$ cat src/rtl/conv_job_ctrl_pkg.sv
// Shared widths, state encodings and parameter-check helper for the
// convolution job controller.
`ifndef TENSOR_SIZE
`define TENSOR_SIZE 8
`endif
`ifndef KERNEL_SIZE
`define KERNEL_SIZE 8
`endif
`ifndef CHANNELS_SIZE
`define CHANNELS_SIZE 8
`endif
`ifndef STRIDE_SIZE
`define STRIDE_SIZE 4
`endif
`ifndef KERNEL_NUMS_SIZE
`define KERNEL_NUMS_SIZE 8
`endif

package conv_job_ctrl_pkg;

  localparam int TENSOR_W   = `TENSOR_SIZE;
  localparam int KERNEL_W   = `KERNEL_SIZE;
  localparam int CHANNELS_W = `CHANNELS_SIZE;
  localparam int STRIDE_W   = `STRIDE_SIZE;
  localparam int KNUMS_W    = `KERNEL_NUMS_SIZE;

  typedef logic [2:0] state_t;

  localparam state_t ST_IDLE      = 3'd0;
  localparam state_t ST_CHECK     = 3'd1;
  localparam state_t ST_CLEAR     = 3'd2;
  localparam state_t ST_PREP      = 3'd3;
  localparam state_t ST_WAIT_TILE = 3'd4;
  localparam state_t ST_ISSUE     = 3'd5;
  localparam state_t ST_DONE      = 3'd6;

  // Kernel wider than the tensor or any zero field cannot produce a valid job.
  function automatic logic job_params_bad(
    input logic [TENSOR_W-1:0]   t,
    input logic [KERNEL_W-1:0]   k,
    input logic [CHANNELS_W-1:0] c,
    input logic [STRIDE_W-1:0]   s,
    input logic [KNUMS_W-1:0]    n
  );
    return (k == {KERNEL_W{1'b0}}) || (s == {STRIDE_W{1'b0}}) ||
           (c == {CHANNELS_W{1'b0}}) || (n == {KNUMS_W{1'b0}}) || (k > t);
  endfunction

endpackage

$ cat src/rtl/conv_job_ctrl_tile_counter.sv
// Nested tile counter: row is the inner loop (0..ofs), weight block the outer
// loop (0..w_brn-1); exposes next values so the issuer can register them.
module tile_counter
  import conv_job_ctrl_pkg::*;
(
  input  logic                clk,
  input  logic                rst,
  input  logic                clear,
  input  logic                advance,
  input  logic [TENSOR_W-1:0] ofs,
  input  logic [KNUMS_W-1:0]  w_brn,
  output logic [TENSOR_W-1:0] row_nxt,
  output logic [KNUMS_W-1:0]  wb_nxt,
  output logic                last
);

  localparam logic [TENSOR_W-1:0] ROW_ONE = TENSOR_W'(1);
  localparam logic [KNUMS_W-1:0]  WB_ONE  = KNUMS_W'(1);

  logic [TENSOR_W-1:0] row_cnt_r;
  logic [KNUMS_W-1:0]  wb_cnt_r;

  // Last-tile flag and next counter values; the last tile never wraps.
  always_comb begin
    last    = (row_cnt_r == ofs) && (wb_cnt_r == (w_brn - WB_ONE));
    row_nxt = row_cnt_r;
    wb_nxt  = wb_cnt_r;
    if (clear) begin
      row_nxt = {TENSOR_W{1'b0}};
      wb_nxt  = {KNUMS_W{1'b0}};
    end else if (advance && !last) begin
      if (row_cnt_r == ofs) begin
        row_nxt = {TENSOR_W{1'b0}};
        wb_nxt  = wb_cnt_r + WB_ONE;
      end else begin
        row_nxt = row_cnt_r + ROW_ONE;
        wb_nxt  = wb_cnt_r;
      end
    end else begin
      row_nxt = row_cnt_r;
      wb_nxt  = wb_cnt_r;
    end
  end

  // Counter registers.
  always_ff @(posedge clk) begin
    if (rst) begin
      row_cnt_r <= {TENSOR_W{1'b0}};
      wb_cnt_r  <= {KNUMS_W{1'b0}};
    end else begin
      row_cnt_r <= row_nxt;
      wb_cnt_r  <= wb_nxt;
    end
  end

endmodule

$ cat src/rtl/conv_job_ctrl.sv
// Convolution job controller: validates a job, clears and starts parameter
// preparation, then issues tiles row-inner / weight-block-outer.
module conv_job_ctrl
  import conv_job_ctrl_pkg::*;
#(
  parameter int TIMEOUT = 256
) (
  input  logic                  clk,
  input  logic                  rst,
  input  logic                  job_valid,
  output logic                  job_ready,
  input  logic [TENSOR_W-1:0]   tensor_size,
  input  logic [KERNEL_W-1:0]   kernel_size,
  input  logic [CHANNELS_W-1:0] channels,
  input  logic [STRIDE_W-1:0]   stride,
  input  logic [KNUMS_W-1:0]    kernel_nums,
  input  logic                  abort,
  output logic                  pp_rstn,
  output logic                  pp_start,
  output logic [TENSOR_W-1:0]   pp_tensor_size,
  output logic [KERNEL_W-1:0]   pp_kernel_size,
  output logic [CHANNELS_W-1:0] pp_channels,
  output logic [STRIDE_W-1:0]   pp_stride,
  output logic [KNUMS_W-1:0]    pp_kernel_nums,
  input  logic                  pp_enable,
  input  logic [TENSOR_W-1:0]   pp_ofs,
  input  logic [KNUMS_W-1:0]    pp_w_brn,
  output logic                  tile_start,
  output logic [TENSOR_W-1:0]   tile_row,
  output logic [KNUMS_W-1:0]    tile_wb,
  input  logic                  tile_done,
  output logic                  busy,
  output logic                  job_done,
  output logic                  err_param,
  output logic                  err_timeout
);

  localparam int WAIT_W = $clog2(TIMEOUT) + 1;
  localparam logic [WAIT_W-1:0] WAIT_LAST = WAIT_W'(TIMEOUT - 1);
  localparam logic [WAIT_W-1:0] WAIT_ONE  = WAIT_W'(1);

  state_t              state_r, state_nxt_s;
  logic [WAIT_W-1:0]   wait_cnt_r;
  logic                clr_cnt_r;
  logic [TENSOR_W-1:0] ofs_r;
  logic [KNUMS_W-1:0]  w_brn_r;
  logic                bad_s, timeout_s, cnt_clear_s, cnt_adv_s, last_s;
  logic [TENSOR_W-1:0] row_nxt_s, tile_row_s;
  logic [KNUMS_W-1:0]  wb_nxt_s, tile_wb_s;
  logic job_ready_s, busy_s, pp_rstn_s, pp_start_s, tile_start_s;
  logic job_done_s, err_param_s, err_timeout_s;

  assign bad_s       = job_params_bad(pp_tensor_size, pp_kernel_size, pp_channels,
                                      pp_stride, pp_kernel_nums);
  assign timeout_s   = (wait_cnt_r == WAIT_LAST);
  assign cnt_clear_s = (state_r == ST_PREP) && pp_enable && !abort;
  assign cnt_adv_s   = (state_r == ST_WAIT_TILE) && tile_done && !abort;

  tile_counter u_tile_counter (
    .clk     (clk),
    .rst     (rst),
    .clear   (cnt_clear_s),
    .advance (cnt_adv_s),
    .ofs     (ofs_r),
    .w_brn   (w_brn_r),
    .row_nxt (row_nxt_s),
    .wb_nxt  (wb_nxt_s),
    .last    (last_s)
  );

  // Next-state logic; abort returns any active state to IDLE.
  always_comb begin
    state_nxt_s = state_r;
    case (state_r)
      ST_IDLE: begin
        if (job_valid && job_ready) state_nxt_s = ST_CHECK;
        else                        state_nxt_s = ST_IDLE;
      end
      ST_CHECK: begin
        if (abort || bad_s) state_nxt_s = ST_IDLE;
        else                state_nxt_s = ST_CLEAR;
      end
      ST_CLEAR: begin
        if (abort)          state_nxt_s = ST_IDLE;
        else if (clr_cnt_r) state_nxt_s = ST_PREP;
        else                state_nxt_s = ST_CLEAR;
      end
      ST_PREP: begin
        if (abort)          state_nxt_s = ST_IDLE;
        else if (pp_enable) state_nxt_s = (pp_w_brn == {KNUMS_W{1'b0}}) ? ST_DONE : ST_ISSUE;
        else if (timeout_s) state_nxt_s = ST_IDLE;
        else                state_nxt_s = ST_PREP;
      end
      ST_ISSUE: begin
        if (abort) state_nxt_s = ST_IDLE;
        else       state_nxt_s = ST_WAIT_TILE;
      end
      ST_WAIT_TILE: begin
        if (abort)          state_nxt_s = ST_IDLE;
        else if (tile_done) state_nxt_s = last_s ? ST_DONE : ST_ISSUE;
        else                state_nxt_s = ST_WAIT_TILE;
      end
      ST_DONE: state_nxt_s = ST_IDLE;
      default: state_nxt_s = ST_IDLE;
    endcase
  end

  // Output values for the coming cycle, decoded from the next state.
  always_comb begin
    job_ready_s   = (state_nxt_s == ST_IDLE);
    busy_s        = (state_nxt_s != ST_IDLE);
    pp_rstn_s     = (state_nxt_s != ST_IDLE) && (state_nxt_s != ST_CLEAR);
    pp_start_s    = (state_nxt_s == ST_PREP) || (state_nxt_s == ST_ISSUE) ||
                    (state_nxt_s == ST_WAIT_TILE) || (state_nxt_s == ST_DONE);
    tile_start_s  = (state_nxt_s == ST_ISSUE);
    job_done_s    = (state_nxt_s == ST_DONE);
    err_param_s   = (state_r == ST_CHECK) && !abort && bad_s;
    err_timeout_s = (state_r == ST_PREP) && !abort && !pp_enable && timeout_s;
    if (tile_start_s) begin
      tile_row_s = row_nxt_s;
      tile_wb_s  = wb_nxt_s;
    end else begin
      tile_row_s = tile_row;
      tile_wb_s  = tile_wb;
    end
  end

  // State, bookkeeping and registered outputs.
  always_ff @(posedge clk) begin
    if (rst) begin
      state_r        <= ST_IDLE;
      wait_cnt_r     <= {WAIT_W{1'b0}};
      clr_cnt_r      <= 1'b0;
      ofs_r          <= {TENSOR_W{1'b0}};
      w_brn_r        <= {KNUMS_W{1'b0}};
      pp_tensor_size <= {TENSOR_W{1'b0}};
      pp_kernel_size <= {KERNEL_W{1'b0}};
      pp_channels    <= {CHANNELS_W{1'b0}};
      pp_stride      <= {STRIDE_W{1'b0}};
      pp_kernel_nums <= {KNUMS_W{1'b0}};
      job_ready      <= 1'b1;
      busy           <= 1'b0;
      pp_rstn        <= 1'b0;
      pp_start       <= 1'b0;
      tile_start     <= 1'b0;
      tile_row       <= {TENSOR_W{1'b0}};
      tile_wb        <= {KNUMS_W{1'b0}};
      job_done       <= 1'b0;
      err_param      <= 1'b0;
      err_timeout    <= 1'b0;
    end else begin
      state_r    <= state_nxt_s;
      wait_cnt_r <= (state_r == ST_PREP) ? (wait_cnt_r + WAIT_ONE) : {WAIT_W{1'b0}};
      clr_cnt_r  <= (state_r == ST_CLEAR) ? ~clr_cnt_r : 1'b0;
      if (state_r == ST_IDLE && job_valid && job_ready) begin
        pp_tensor_size <= tensor_size;
        pp_kernel_size <= kernel_size;
        pp_channels    <= channels;
        pp_stride      <= stride;
        pp_kernel_nums <= kernel_nums;
      end
      if (cnt_clear_s) begin
        ofs_r   <= pp_ofs;
        w_brn_r <= pp_w_brn;
      end
      job_ready   <= job_ready_s;
      busy        <= busy_s;
      pp_rstn     <= pp_rstn_s;
      pp_start    <= pp_start_s;
      tile_start  <= tile_start_s;
      tile_row    <= tile_row_s;
      tile_wb     <= tile_wb_s;
      job_done    <= job_done_s;
      err_param   <= err_param_s;
      err_timeout <= err_timeout_s;
    end
  end

endmodule

$ cat config.mk
export PLATFORM = sky130hd
export DESIGN_NAME = conv_job_ctrl
export DESIGN_NICKNAME = d
export VERILOG_FILES = /design/src/rtl/conv_job_ctrl_pkg.sv /design/src/rtl/conv_job_ctrl_tile_counter.sv /design/src/rtl/conv_job_ctrl.sv
export SDC_FILE = /design/constraint.sdc
export NUM_CORES = 1
export LEC_CHECK = 0
export BUFFER_PORTS_ARGS = -buffer_cell sky130_fd_sc_hd__buf_2
export CORE_ASPECT_RATIO = 1.5
export CORE_MARGIN = 2
export CORE_UTILIZATION = 40
export CTS_CLUSTER_DIAMETER = 120
export DETAILED_ROUTE_END_ITERATION = 6
export GPL_TIMING_DRIVEN = 0
export REMOVE_ABC_BUFFERS = 1
export SLEW_MARGIN = 20
export SYNTH_ARGS = -nofsm -noshare
export SYNTH_HDL_FRONTEND = slang
export SYNTH_SLANG_ARGS = --single-unit
$ cat constraint.sdc
create_clock -name clk -period 3 [get_ports clk]
set_clock_uncertainty 0.1 [all_clocks]
set_input_delay 0 -clock clk [delete_from_list [all_inputs] [get_ports clk]]
set_output_delay 0 -clock clk [all_outputs]
set_load 0.02 [all_outputs]
==> results of run 1 <==
[registers in the layout, indices dropped and copies added (netlist names), 3 cells and up]
name and cells:
ofs_r 8, pp_channels 8, pp_kernel_nums 8, pp_kernel_size 8, pp_stride 4, pp_tensor_size 8, state_r 3, tile_row 8
tile_wb 8, u_tile_counter.row_cnt_r 8, u_tile_counter.wb_cnt_r 8, w_brn_r 8, wait_cnt_r 9
[routing by layer]
metal  GRT usage [%]  part of all wire [%]  vias up
li1                -                     -     2247
met1            21.8                    40     2084
met2            38.0                    52      117
met3            5.16                   5.6       23
met4            7.38                   2.2        0
met5               0                     0        -
[worst max-delay path: stages, from the launching register on]
cell                      delay [ns]
sky130_fd_sc_hd__dfxtp_1        0.35
sky130_fd_sc_hd__or4_4          0.58
sky130_fd_sc_hd__o221a_1        0.28
sky130_fd_sc_hd__or3_1          0.37
sky130_fd_sc_hd__o32a_4         0.40
sky130_fd_sc_hd__nand2_1        0.16
sky130_fd_sc_hd__or2_1          0.36
sky130_fd_sc_hd__nor2_1         0.09
[through the flow]
step	util [%]	std cells	setup TNS, ns	power [mW]	area [sq um]
final	54.2	871	0	2.92	6220
after global placement	46.6	799	-3.25	1.79	5350
after detailed placement	46.6	799	-3.48	1.80	5350
after global routing	54.2	871	0	3.03	6220
after CTS	53.9	869	0	2.94	6180
after floorplan	-	532	0	1.66	4570
[area by class of cell]
class	count	share of cell area (%)
sequential	105	33.8
tap	150	3.02
clock buffer	11	3.90
timing repair buffer	173	18.4
multi-input combinational	409	39.3
inverter	18	1.09
clock inverter	5	0.503
[cell usage in the layout (no fill, tap or decap), types with 3 or more instances in the layout]
| master | n |
|---|---|
| sky130_fd_sc_hd__buf_2 | 116 |
| sky130_fd_sc_hd__clkinv_2 | 3 |
| sky130_fd_sc_hd__nor2_1 | 33 |
| sky130_fd_sc_hd__nand4_1 | 8 |
| sky130_fd_sc_hd__and3_1 | 4 |
| sky130_fd_sc_hd__o21ai_0 | 9 |
| sky130_fd_sc_hd__xnor2_1 | 18 |
| sky130_fd_sc_hd__o21a_1 | 4 |
| sky130_fd_sc_hd__nand3_1 | 11 |
| sky130_fd_sc_hd__xor2_1 | 15 |
| sky130_fd_sc_hd__dfxtp_1 | 105 |
| sky130_fd_sc_hd__a211oi_1 | 4 |
| sky130_fd_sc_hd__dlygate4sd3_1 | 54 |
| sky130_fd_sc_hd__a21oi_1 | 67 |
| sky130_fd_sc_hd__ha_1 | 13 |
| sky130_fd_sc_hd__inv_1 | 18 |
| sky130_fd_sc_hd__nor4_1 | 15 |
| sky130_fd_sc_hd__nor2b_1 | 3 |
| sky130_fd_sc_hd__clkbuf_16 | 9 |
| sky130_fd_sc_hd__nand2b_1 | 3 |
| sky130_fd_sc_hd__nor3_1 | 5 |
| sky130_fd_sc_hd__nand3b_1 | 4 |
| sky130_fd_sc_hd__a211o_1 | 5 |
| sky130_fd_sc_hd__buf_4 | 3 |
| sky130_fd_sc_hd__nand2_1 | 121 |
| sky130_fd_sc_hd__or3_1 | 7 |
| sky130_fd_sc_hd__o2bb2ai_1 | 10 |
[path summary, 6_finish.rpt]
path	start	endpoint	slack [ns]	cells past startpoint
setup / recovery	w_brn_r[0]$_SDFFE_PP0P_	u_tile_counter.row_cnt_r[2]$_SDFF_PP0_	0.20	7
hold / removal	rst	tile_start$_SDFF_PP0_	0.09	2
setup reg to reg	w_brn_r[0]$_SDFFE_PP0P_	u_tile_counter.row_cnt_r[2]$_SDFF_PP0_	0.20	7
hold reg to reg	clr_cnt_r$_SDFF_PP0_	clr_cnt_r$_SDFF_PP0_	0.31	1
[synthesized netlist by cell type (all sizes together) (2+ instances only)]
cell | number | area [sq um]
a211o | 5 | 43.8
a211oi | 6 | 50.1
a21o | 2 | 15.0
a21oi | 68 | 344
a31oi | 2 | 12.5
and2 | 3 | 18.8
and3 | 5 | 31.3
buf | 5 | 26.3
clkbuf | 21 | 78.8
dfxtp | 105 | 2100
ha | 13 | 163
inv | 18 | 67.6
mux2 | 2 | 22.5
mux2i | 2 | 20.0
nand2 | 122 | 458
nand2b | 4 | 25.0
nand3 | 11 | 55.1
nand3b | 4 | 30.0
nand4 | 8 | 50.1
nor2 | 33 | 124
nor2b | 3 | 18.8
nor3 | 6 | 35.0
nor3b | 4 | 30.0
nor4 | 15 | 93.8
nor4b | 2 | 17.5
o211a | 2 | 20.0
o21a | 4 | 30.0
o21ai | 10 | 50.0
o2bb2ai | 11 | 103
o31a | 2 | 17.5
o31ai | 3 | 27.5
or2 | 2 | 12.5
or3 | 7 | 43.8
or4 | 2 | 22.5
xnor2 | 18 | 158
xor2 | 15 | 131
[power by group]
| group | leakage, nW | total (mW) | switching, mW | internal (mW) |
|---|---|---|---|---|
| sequential | 0.852 | 1.46 | 0.0320 | 1.43 |
| clock | 0.135 | 1.10 | 0.515 | 0.583 |
| combinational | 1.63 | 0.355 | 0.196 | 0.160 |
| total | 2.62 | 2.92 | 0.743 | 2.17 |
[repair_timing]
item                       4_1_cts  5_1_grt
setup endpoints to repair       15       18
hold endpoints to repair        54        0
pin swaps                        0        1
gates resized for setup          6        4
hold buffers                    54        0
setup buffers                    0        2
[cells by family (layout without fill, tap and decap cells)]
kind of cell | count (synthesis) | count (layout) | share of synthesized area, %
multiplexers | 4 | 4 | 0.910
flip-flops | 105 | 105 | 44.9
AO/OA/AOI/OAI | 123 | 123 | 17.0
buffers and inverters | 44 | 207 | 3.69
adder cells (fa/ha/maj) | 13 | 13 | 3.48
AND/OR/NAND/NOR | 236 | 236 | 23.8
XOR/XNOR | 33 | 33 | 6.18
==> impl_results.html, run 1 <==
<table>
<tr><th>Metric</th><th>Value</th></tr>
<tr><th colspan="2">Finish</th></tr>
<tr><td>Filler cell count in the final layout</td><td>1056</td></tr>
<tr><td>Footprint of the multi-input gates</td><td>2440 sq um</td></tr>
<tr><td>Share of post-route cells with drive strength above 1</td><td>21.9%</td></tr>
<tr><td>FF/Latch Area</td><td>2100 sq um</td></tr>
<tr><td>Syn-to-layout area delta</td><td>32.9%</td></tr>
<tr><td>Number of antenna cells inserted</td><td>0</td></tr>
<tr><td>Number of nets in the layout</td><td>787</td></tr>
<tr><th colspan="2">Run</th></tr>
<tr><td>Max-cap violation count</td><td>0</td></tr>
<tr><th colspan="2">Timing</th></tr>
<tr><td>Number of pins with negative max-slew slack in the final report</td><td>0</td></tr>
<tr><td>Fin. Hold Viols</td><td>0</td></tr>
<tr><td>Max_slew headroom</td><td>45.9%</td></tr>
<tr><td>Post-route clock period utilization</td><td>93.4%</td></tr>
<tr><td>Worst hold margin</td><td>0.0932 ns</td></tr>
<tr><td>Crit path setup slack, layout</td><td>0.197 ns</td></tr>
<tr><td>Final setup violating endpoints</td><td>0</td></tr>
<tr><td>Achievable clock frequency</td><td>357 MHz</td></tr>
<tr><td>Worst-Margin Slew</td><td>0.810 ns</td></tr>
<tr><td>RSZ-0062 raised after global routing</td><td>false</td></tr>
<tr><td>Time the worst path needs with I/O delays and setup</td><td>2.80 ns</td></tr>
<tr><th colspan="2">Critical path</th></tr>
<tr><td>Required time worst endpoint</td><td>3.13 ns</td></tr>
<tr><td>Crit Path Category</td><td>reg -&gt; reg</td></tr>
<tr><td>Arrival time of the worst setup path</td><td>2.93 ns</td></tr>
<tr><td>Maximum fanout along the worst path</td><td>8</td></tr>
<tr><td>Kind of start point of the critical path</td><td>flop</td></tr>
<tr><td>Critical Path Sink Type</td><td>flop</td></tr>
<tr><th colspan="2">Synth</th></tr>
<tr><td>Async S/R FF share, synth</td><td>0%</td></tr>
<tr><td>Cells after synthesis</td><td>558</td></tr>
<tr><td>Number of synthesized flops with an enable pin</td><td>0</td></tr>
<tr><td>Number of warnings reported in the yosys synthesis log</td><td>0</td></tr>
<tr><td>Average instance area after synthesis</td><td>8.38 sq um</td></tr>
<tr><td>Post-synthesis cell type count</td><td>58</td></tr>
<tr><td>Synth Register Bits</td><td>105</td></tr>
<tr><td>Most used DFF post-synth</td><td>sky130_fd_sc_hd__dfxtp_1</td></tr>
<tr><td>Combined area of all synthesized cells</td><td>4680 sq um</td></tr>
<tr><td>Sequential share of the synthesized area</td><td>44.9%</td></tr>
<tr><th colspan="2">CTS</th></tr>
<tr><td>Clock sink total</td><td>105</td></tr>
<tr><td>Clock tree from TritonCTS</td><td>done</td></tr>
<tr><td>Maximum clock insertion buffer count</td><td>2</td></tr>
<tr><td>Clock transition at the registers of the reported paths</td><td>0.07 ns</td></tr>
<tr><td>Maximum level of the CTS H-tree</td><td>3</td></tr>
<tr><td>Total CTS buffers</td><td>9</td></tr>
<tr><td>Clock tree root driver cell</td><td>sky130_fd_sc_hd__clkbuf_16</td></tr>
<tr><td>Clock network latency to the later pin of the worst-skew pair</td><td>0.34 ns</td></tr>
<tr><th colspan="2">Drt</th></tr>
<tr><td>Remaining DRCs</td><td>0</td></tr>
<tr><td>Number of DRC markers in iteration 0</td><td>108</td></tr>
<tr><td>Number of vias per cell</td><td>5.13</td></tr>
<tr><td>Total Wirelength</td><td>12500 um</td></tr>
<tr><td>ANT nets after route</td><td>0</td></tr>
<tr><td>Detailed-route wire length per cell</td><td>14.4 um</td></tr>
<tr><td>Number of detailed-routing iterations run before antenna repair</td><td>4</td></tr>
<tr><td>Via count</td><td>4471</td></tr>
<tr><th colspan="2">Outcome</th></tr>
<tr><td>Status</td><td>finished clean</td></tr>
<tr><th colspan="2">Floorplan</th></tr>
<tr><td>I/O pin total</td><td>118</td></tr>
<tr><td>Core Area</td><td>11500 sq um</td></tr>
<tr><td>Effective utilization at floorplan</td><td>40.8%</td></tr>
<tr><td>Number of placement rows</td><td>48</td></tr>
<tr><td>Die Y-Extent</td><td>136 um</td></tr>
<tr><td>Area enclosed by the die boundary</td><td>12600 sq um</td></tr>
<tr><td>Die width</td><td>92.3 um</td></tr>
<tr><th colspan="2">GRT</th></tr>
<tr><td>GRT Util Overall</td><td>20.3%</td></tr>
<tr><td>GRT Residual Overflow</td><td>0</td></tr>
<tr><td>Maximum number of pins on one net before global-route repair</td><td>66</td></tr>
<tr><td>Number of global-route vias before repair</td><td>4402</td></tr>
<tr><td>Number of antenna violations at the first check in global routing</td><td>0</td></tr>
<tr><td>Wire length of the first global-routing pass</td><td>20600 um</td></tr>
<tr><th colspan="2">Placement</th></tr>
<tr><td>Routability Congestion</td><td>0.819</td></tr>
<tr><td>Buffers added on ports</td><td>117</td></tr>
<tr><td>Worst setup slack before clock tree synthesis</td><td>-0.358 ns</td></tr>
<tr><td>Final HPWL DP</td><td>8770 um</td></tr>
<tr><th colspan="2">Pwr</th></tr>
<tr><td>Leakage power of the design</td><td>2.62 nW</td></tr>
<tr><td>Maximum vdd ir drop</td><td>0.271 mV</td></tr>
<tr><td>Cell Pwr Density</td><td>469 nW/um^2</td></tr>
<tr><th colspan="2">Min path</th></tr>
<tr><td>Worst min-delay path class</td><td>in -&gt; reg</td></tr>
</table>
Note: power is estimated with default switching activity, not from simulation.
==> inputs of run 2 (changes only) <==
--- a/config.mk
+++ b/config.mk
@@ -9,6 +9,7 @@
 export CORE_ASPECT_RATIO = 1.5
 export CORE_MARGIN = 2
 export CORE_UTILIZATION = 40
+export CTS_BUF_LIST = sky130_fd_sc_hd__clkbuf_8
 export CTS_CLUSTER_DIAMETER = 120
 export DETAILED_ROUTE_END_ITERATION = 6
 export GPL_TIMING_DRIVEN = 0
==> run 2 against run 1 <==
Against the previous run:
- register-to-register slack about the same
- global-route usage is 0.072 points higher
- count of clock-buffer cells in the layout decreased by 1
- worst hold slack got worse by 0.023 ns
- highest routed layer unchanged
- power shrank 10%
==> impl_results.html, run 2 (synthesis gave the netlist of run 1 again) <==
<table>
<tr><th>Metric</th><th>Value</th></tr>
<tr><th colspan="2">CTS</th></tr>
<tr><td>Clock transition at the registers of the reported paths</td><td>0.10 ns (was 0.07 ns)</td></tr>
<tr><td>Total CTS buffers</td><td>9 (unchanged)</td></tr>
<tr><td>Clock tree root driver cell</td><td>sky130_fd_sc_hd__clkbuf_8 (was sky130_fd_sc_hd__clkbuf_16)</td></tr>
<tr><td>Clock tree from TritonCTS</td><td>done (unchanged)</td></tr>
<tr><td>Clock network latency to the later pin of the worst-skew pair</td><td>0.37 ns (was 0.34 ns)</td></tr>
<tr><td>Clock sink total</td><td>105 (unchanged)</td></tr>
<tr><td>Maximum clock insertion buffer count</td><td>2 (unchanged)</td></tr>
<tr><td>Maximum level of the CTS H-tree</td><td>3 (unchanged)</td></tr>
<tr><th colspan="2">Drt</th></tr>
<tr><td>ANT nets after route</td><td>0 (unchanged)</td></tr>
<tr><td>Detailed-route wire length per cell</td><td>14.3 um (was 14.4 um)</td></tr>
<tr><td>Total Wirelength</td><td>12500 um (about the same)</td></tr>
<tr><td>Remaining DRCs</td><td>0 (unchanged)</td></tr>
<tr><td>Via count</td><td>4477 (was 4471)</td></tr>
<tr><td>Number of vias per cell</td><td>5.14 (was 5.13)</td></tr>
<tr><td>Number of DRC markers in iteration 0</td><td>99 (was 108)</td></tr>
<tr><td>Number of detailed-routing iterations run before antenna repair</td><td>4 (unchanged)</td></tr>
<tr><th colspan="2">Timing</th></tr>
<tr><td>RSZ-0062 raised after global routing</td><td>false (unchanged)</td></tr>
<tr><td>Fin. Hold Viols</td><td>0 (unchanged)</td></tr>
<tr><td>Post-route clock period utilization</td><td>93.6% (was 93.4%)</td></tr>
<tr><td>Worst-Margin Slew</td><td>0.796 ns (was 0.810 ns)</td></tr>
<tr><td>Final setup violating endpoints</td><td>0 (unchanged)</td></tr>
<tr><td>Achievable clock frequency</td><td>356 MHz (was 357 MHz)</td></tr>
<tr><td>Number of pins with negative max-slew slack in the final report</td><td>0 (unchanged)</td></tr>
<tr><td>Worst hold margin</td><td>0.0700 ns (was 0.0932 ns)</td></tr>
<tr><td>Time the worst path needs with I/O delays and setup</td><td>2.81 ns (was 2.80 ns)</td></tr>
<tr><td>Max_slew headroom</td><td>46.8% (was 45.9%)</td></tr>
<tr><td>Crit path setup slack, layout</td><td>0.192 ns (was 0.197 ns)</td></tr>
<tr><th colspan="2">Finish</th></tr>
<tr><td>Reg with most FFs</td><td>wait_cnt_r (unchanged)</td></tr>
<tr><td>Number of antenna cells inserted</td><td>0 (unchanged)</td></tr>
<tr><td>Filler cell count in the final layout</td><td>1063 (was 1056)</td></tr>
<tr><td>Number of nets in the layout</td><td>787 (unchanged)</td></tr>
<tr><td>Post-route non-filler standard cell count</td><td>871 (unchanged)</td></tr>
<tr><td>Share of post-route cells with drive strength above 1</td><td>21.9% (unchanged)</td></tr>
<tr><td>Most common cell after layout, fill and taps aside</td><td>sky130_fd_sc_hd__nand2_1 (unchanged)</td></tr>
<tr><td>Syn-to-layout area delta</td><td>30.7% (was 32.9%)</td></tr>
<tr><td>Max reg flops</td><td>9 (unchanged)</td></tr>
<tr><td>Leading cell types in the layout, fill and taps excluded</td><td>121 x sky130_fd_sc_hd__nand2_1, 116 x sky130_fd_sc_hd__buf_2, 105 x sky130_fd_sc_hd__dfxtp_1, 67 x sky130_fd_sc_hd__a21oi_1, 54 x sky130_fd_sc_hd__dlygate4sd3_1 (unchanged)</td></tr>
<tr><th colspan="2">Placement</th></tr>
<tr><td>Final HPWL DP</td><td>8770 um (unchanged)</td></tr>
<tr><td>Number of placed instances, taps included</td><td>799 (unchanged)</td></tr>
<tr><td>Worst setup slack before clock tree synthesis</td><td>-0.358 ns (unchanged)</td></tr>
<tr><td>Routability Congestion</td><td>0.819 (unchanged)</td></tr>
<tr><td>Buffers added on ports</td><td>117 (unchanged)</td></tr>
<tr><th colspan="2">Critical path</th></tr>
<tr><td>Crit path from</td><td>w_brn_r[0]$_SDFFE_PP0P_ (unchanged)</td></tr>
<tr><td>Kind of start point of the critical path</td><td>flop (unchanged)</td></tr>
<tr><td>Timing endpoint of the critical path</td><td>tile_row[4]$_SDFFE_PP0P_ (was u_tile_counter.row_cnt_r[2]$_SDFF_PP0_)</td></tr>
<tr><td>Critical Path Sink Type</td><td>flop (unchanged)</td></tr>
<tr><td>Arrival time of the worst setup path</td><td>2.98 ns (was 2.93 ns)</td></tr>
<tr><td>Crit Path Category</td><td>reg -&gt; reg (unchanged)</td></tr>
<tr><td>Reg2reg path depth</td><td>7 (unchanged)</td></tr>
<tr><td>Endpoint of the most critical register-to-register path</td><td>tile_row[4]$_SDFFE_PP0P_ (was u_tile_counter.row_cnt_r[2]$_SDFF_PP0_)</td></tr>
<tr><td>Launch instance of the worst register-to-register path</td><td>w_brn_r[0]$_SDFFE_PP0P_ (unchanged)</td></tr>
<tr><td>R2r setup slk</td><td>0.19 ns (was 0.20 ns)</td></tr>
<tr><td>Maximum fanout along the worst path</td><td>5 (was 8)</td></tr>
<tr><td>Required time worst endpoint</td><td>3.17 ns (was 3.13 ns)</td></tr>
<tr><th colspan="2">Pwr</th></tr>
<tr><td>Maximum vdd ir drop</td><td>0.239 mV (was 0.271 mV)</td></tr>
<tr><td>Cell Pwr Density</td><td>429 nW/um^2 (was 469 nW/um^2)</td></tr>
<tr><td>Leakage power of the design</td><td>2.58 nW (was 2.62 nW)</td></tr>
<tr><td>Overall power</td><td>2.62 mW (was 2.92 mW)</td></tr>
<tr><th colspan="2">GRT</th></tr>
<tr><td>GRT Util Overall</td><td>20.4% (was 20.3%)</td></tr>
<tr><td>Number of global-route vias before repair</td><td>4397 (was 4402)</td></tr>
<tr><td>Maximum number of pins on one net before global-route repair</td><td>66 (unchanged)</td></tr>
<tr><td>Wire length of the first global-routing pass</td><td>20500 um (was 20600 um)</td></tr>
<tr><td>GRT Residual Overflow</td><td>0 (unchanged)</td></tr>
<tr><td>Number of antenna violations at the first check in global routing</td><td>0 (unchanged)</td></tr>
<tr><th colspan="2">Floorplan</th></tr>
<tr><td>Effective utilization at floorplan</td><td>40.8% (unchanged)</td></tr>
<tr><td>Area enclosed by the die boundary</td><td>12600 sq um (unchanged)</td></tr>
<tr><td>Die width</td><td>92.3 um (unchanged)</td></tr>
<tr><td>Core Area</td><td>11500 sq um (unchanged)</td></tr>
<tr><td>Die Y-Extent</td><td>136 um (unchanged)</td></tr>
<tr><td>Number of placement rows</td><td>48 (unchanged)</td></tr>
<tr><td>I/O pin total</td><td>118 (unchanged)</td></tr>
<tr><th colspan="2">Min path</th></tr>
<tr><td>Worst min-delay path class</td><td>in -&gt; reg (unchanged)</td></tr>
<tr><th colspan="2">Outcome</th></tr>
<tr><td>Status</td><td>finished clean (unchanged)</td></tr>
<tr><th colspan="2">Run</th></tr>
<tr><td>Max-cap violation count</td><td>0 (unchanged)</td></tr>
</table>
==> run 2: report_power, final <==
part	switching (mW)	internal (mW)	total, mW
combinational	0.196	0.160	0.356
sequential	0.0320	1.43	1.46
clock	0.484	0.319	0.803
==> run 2: through the flow <==
stage	utilization (%)	instance area [sq um]	setup TNS, ns
floorplan	-	4570	0
global placement	46.6	5350	-3.25
detailed placement	46.6	5350	-3.48
CTS	52.9	6070	0
global route	53.3	6110	0
finish	53.3	6110	0
==> run 2: final cells by class <==
class	instances	area [sq um]	area share (%)
tap	150	188	3.07
clock buffer	10	138	2.25
clock inverter	6	35.0	0.573
inverter	18	67.6	1.10
sequential	105	2100	34.4
multi-input combinational	409	2440	39.9
timing repair buffer	173	1140	18.7
==> run 2: repair_timing <==
action | in CTS | in global routing
buffers inserted | 0 | 2
setup endpoints to repair | 15 | 20
gates resized for setup | 5 | 5
pin swaps | 0 | 1
endpoints found under the hold margin | 54 | 0
hold buffers | 54 | 0
==> run 2: how the worst min path moves through the flow <==
stage,endpoint,cells after the start,slack [ns],start
3_5_place_dp,pp_stride[0]$_SDFFE_PP0P_,3,0.15,stride[0]
2_1_floorplan,ofs_r[0]$_SDFFE_PP0P_,1,-0.03,rst
6_report,tile_start$_SDFF_PP0_,2,0.07,rst
5_1_grt,tile_start$_SDFF_PP0_,2,0.06,rst
4_1_cts,state_r[0]$_SDFF_PP0_,4,0.05,job_valid
3_3_place_gp,pp_stride[2]$_SDFFE_PP0P_,3,0.14,stride[2]
==> run 2: critical path, cell delays in order, from the launching register on <==
cell and delay [ns]:
sky130_fd_sc_hd__dfxtp_1 0.36, sky130_fd_sc_hd__or4_4 0.58, sky130_fd_sc_hd__o221a_1 0.28, sky130_fd_sc_hd__nor3_2 0.28
sky130_fd_sc_hd__a21oi_2 0.17, sky130_fd_sc_hd__a211oi_2 0.30, sky130_fd_sc_hd__mux2_2 0.37, sky130_fd_sc_hd__a211o_1 0.26
==> run 2: layer usage <==
| metal | track usage [%] | wire length, um | up-vias | share of wire (%) |
|---|---|---|---|---|
| li1 | - | - | 2248 | - |
| met1 | 21.9 | 5000 | 2094 | 40 |
| met2 | 37.7 | 6580 | 117 | 53 |
| met3 | 5.71 | 691 | 18 | 5.5 |
| met4 | 7.71 | 211 | 0 | 1.7 |
| met5 | 0 | 0 | - | 0 |
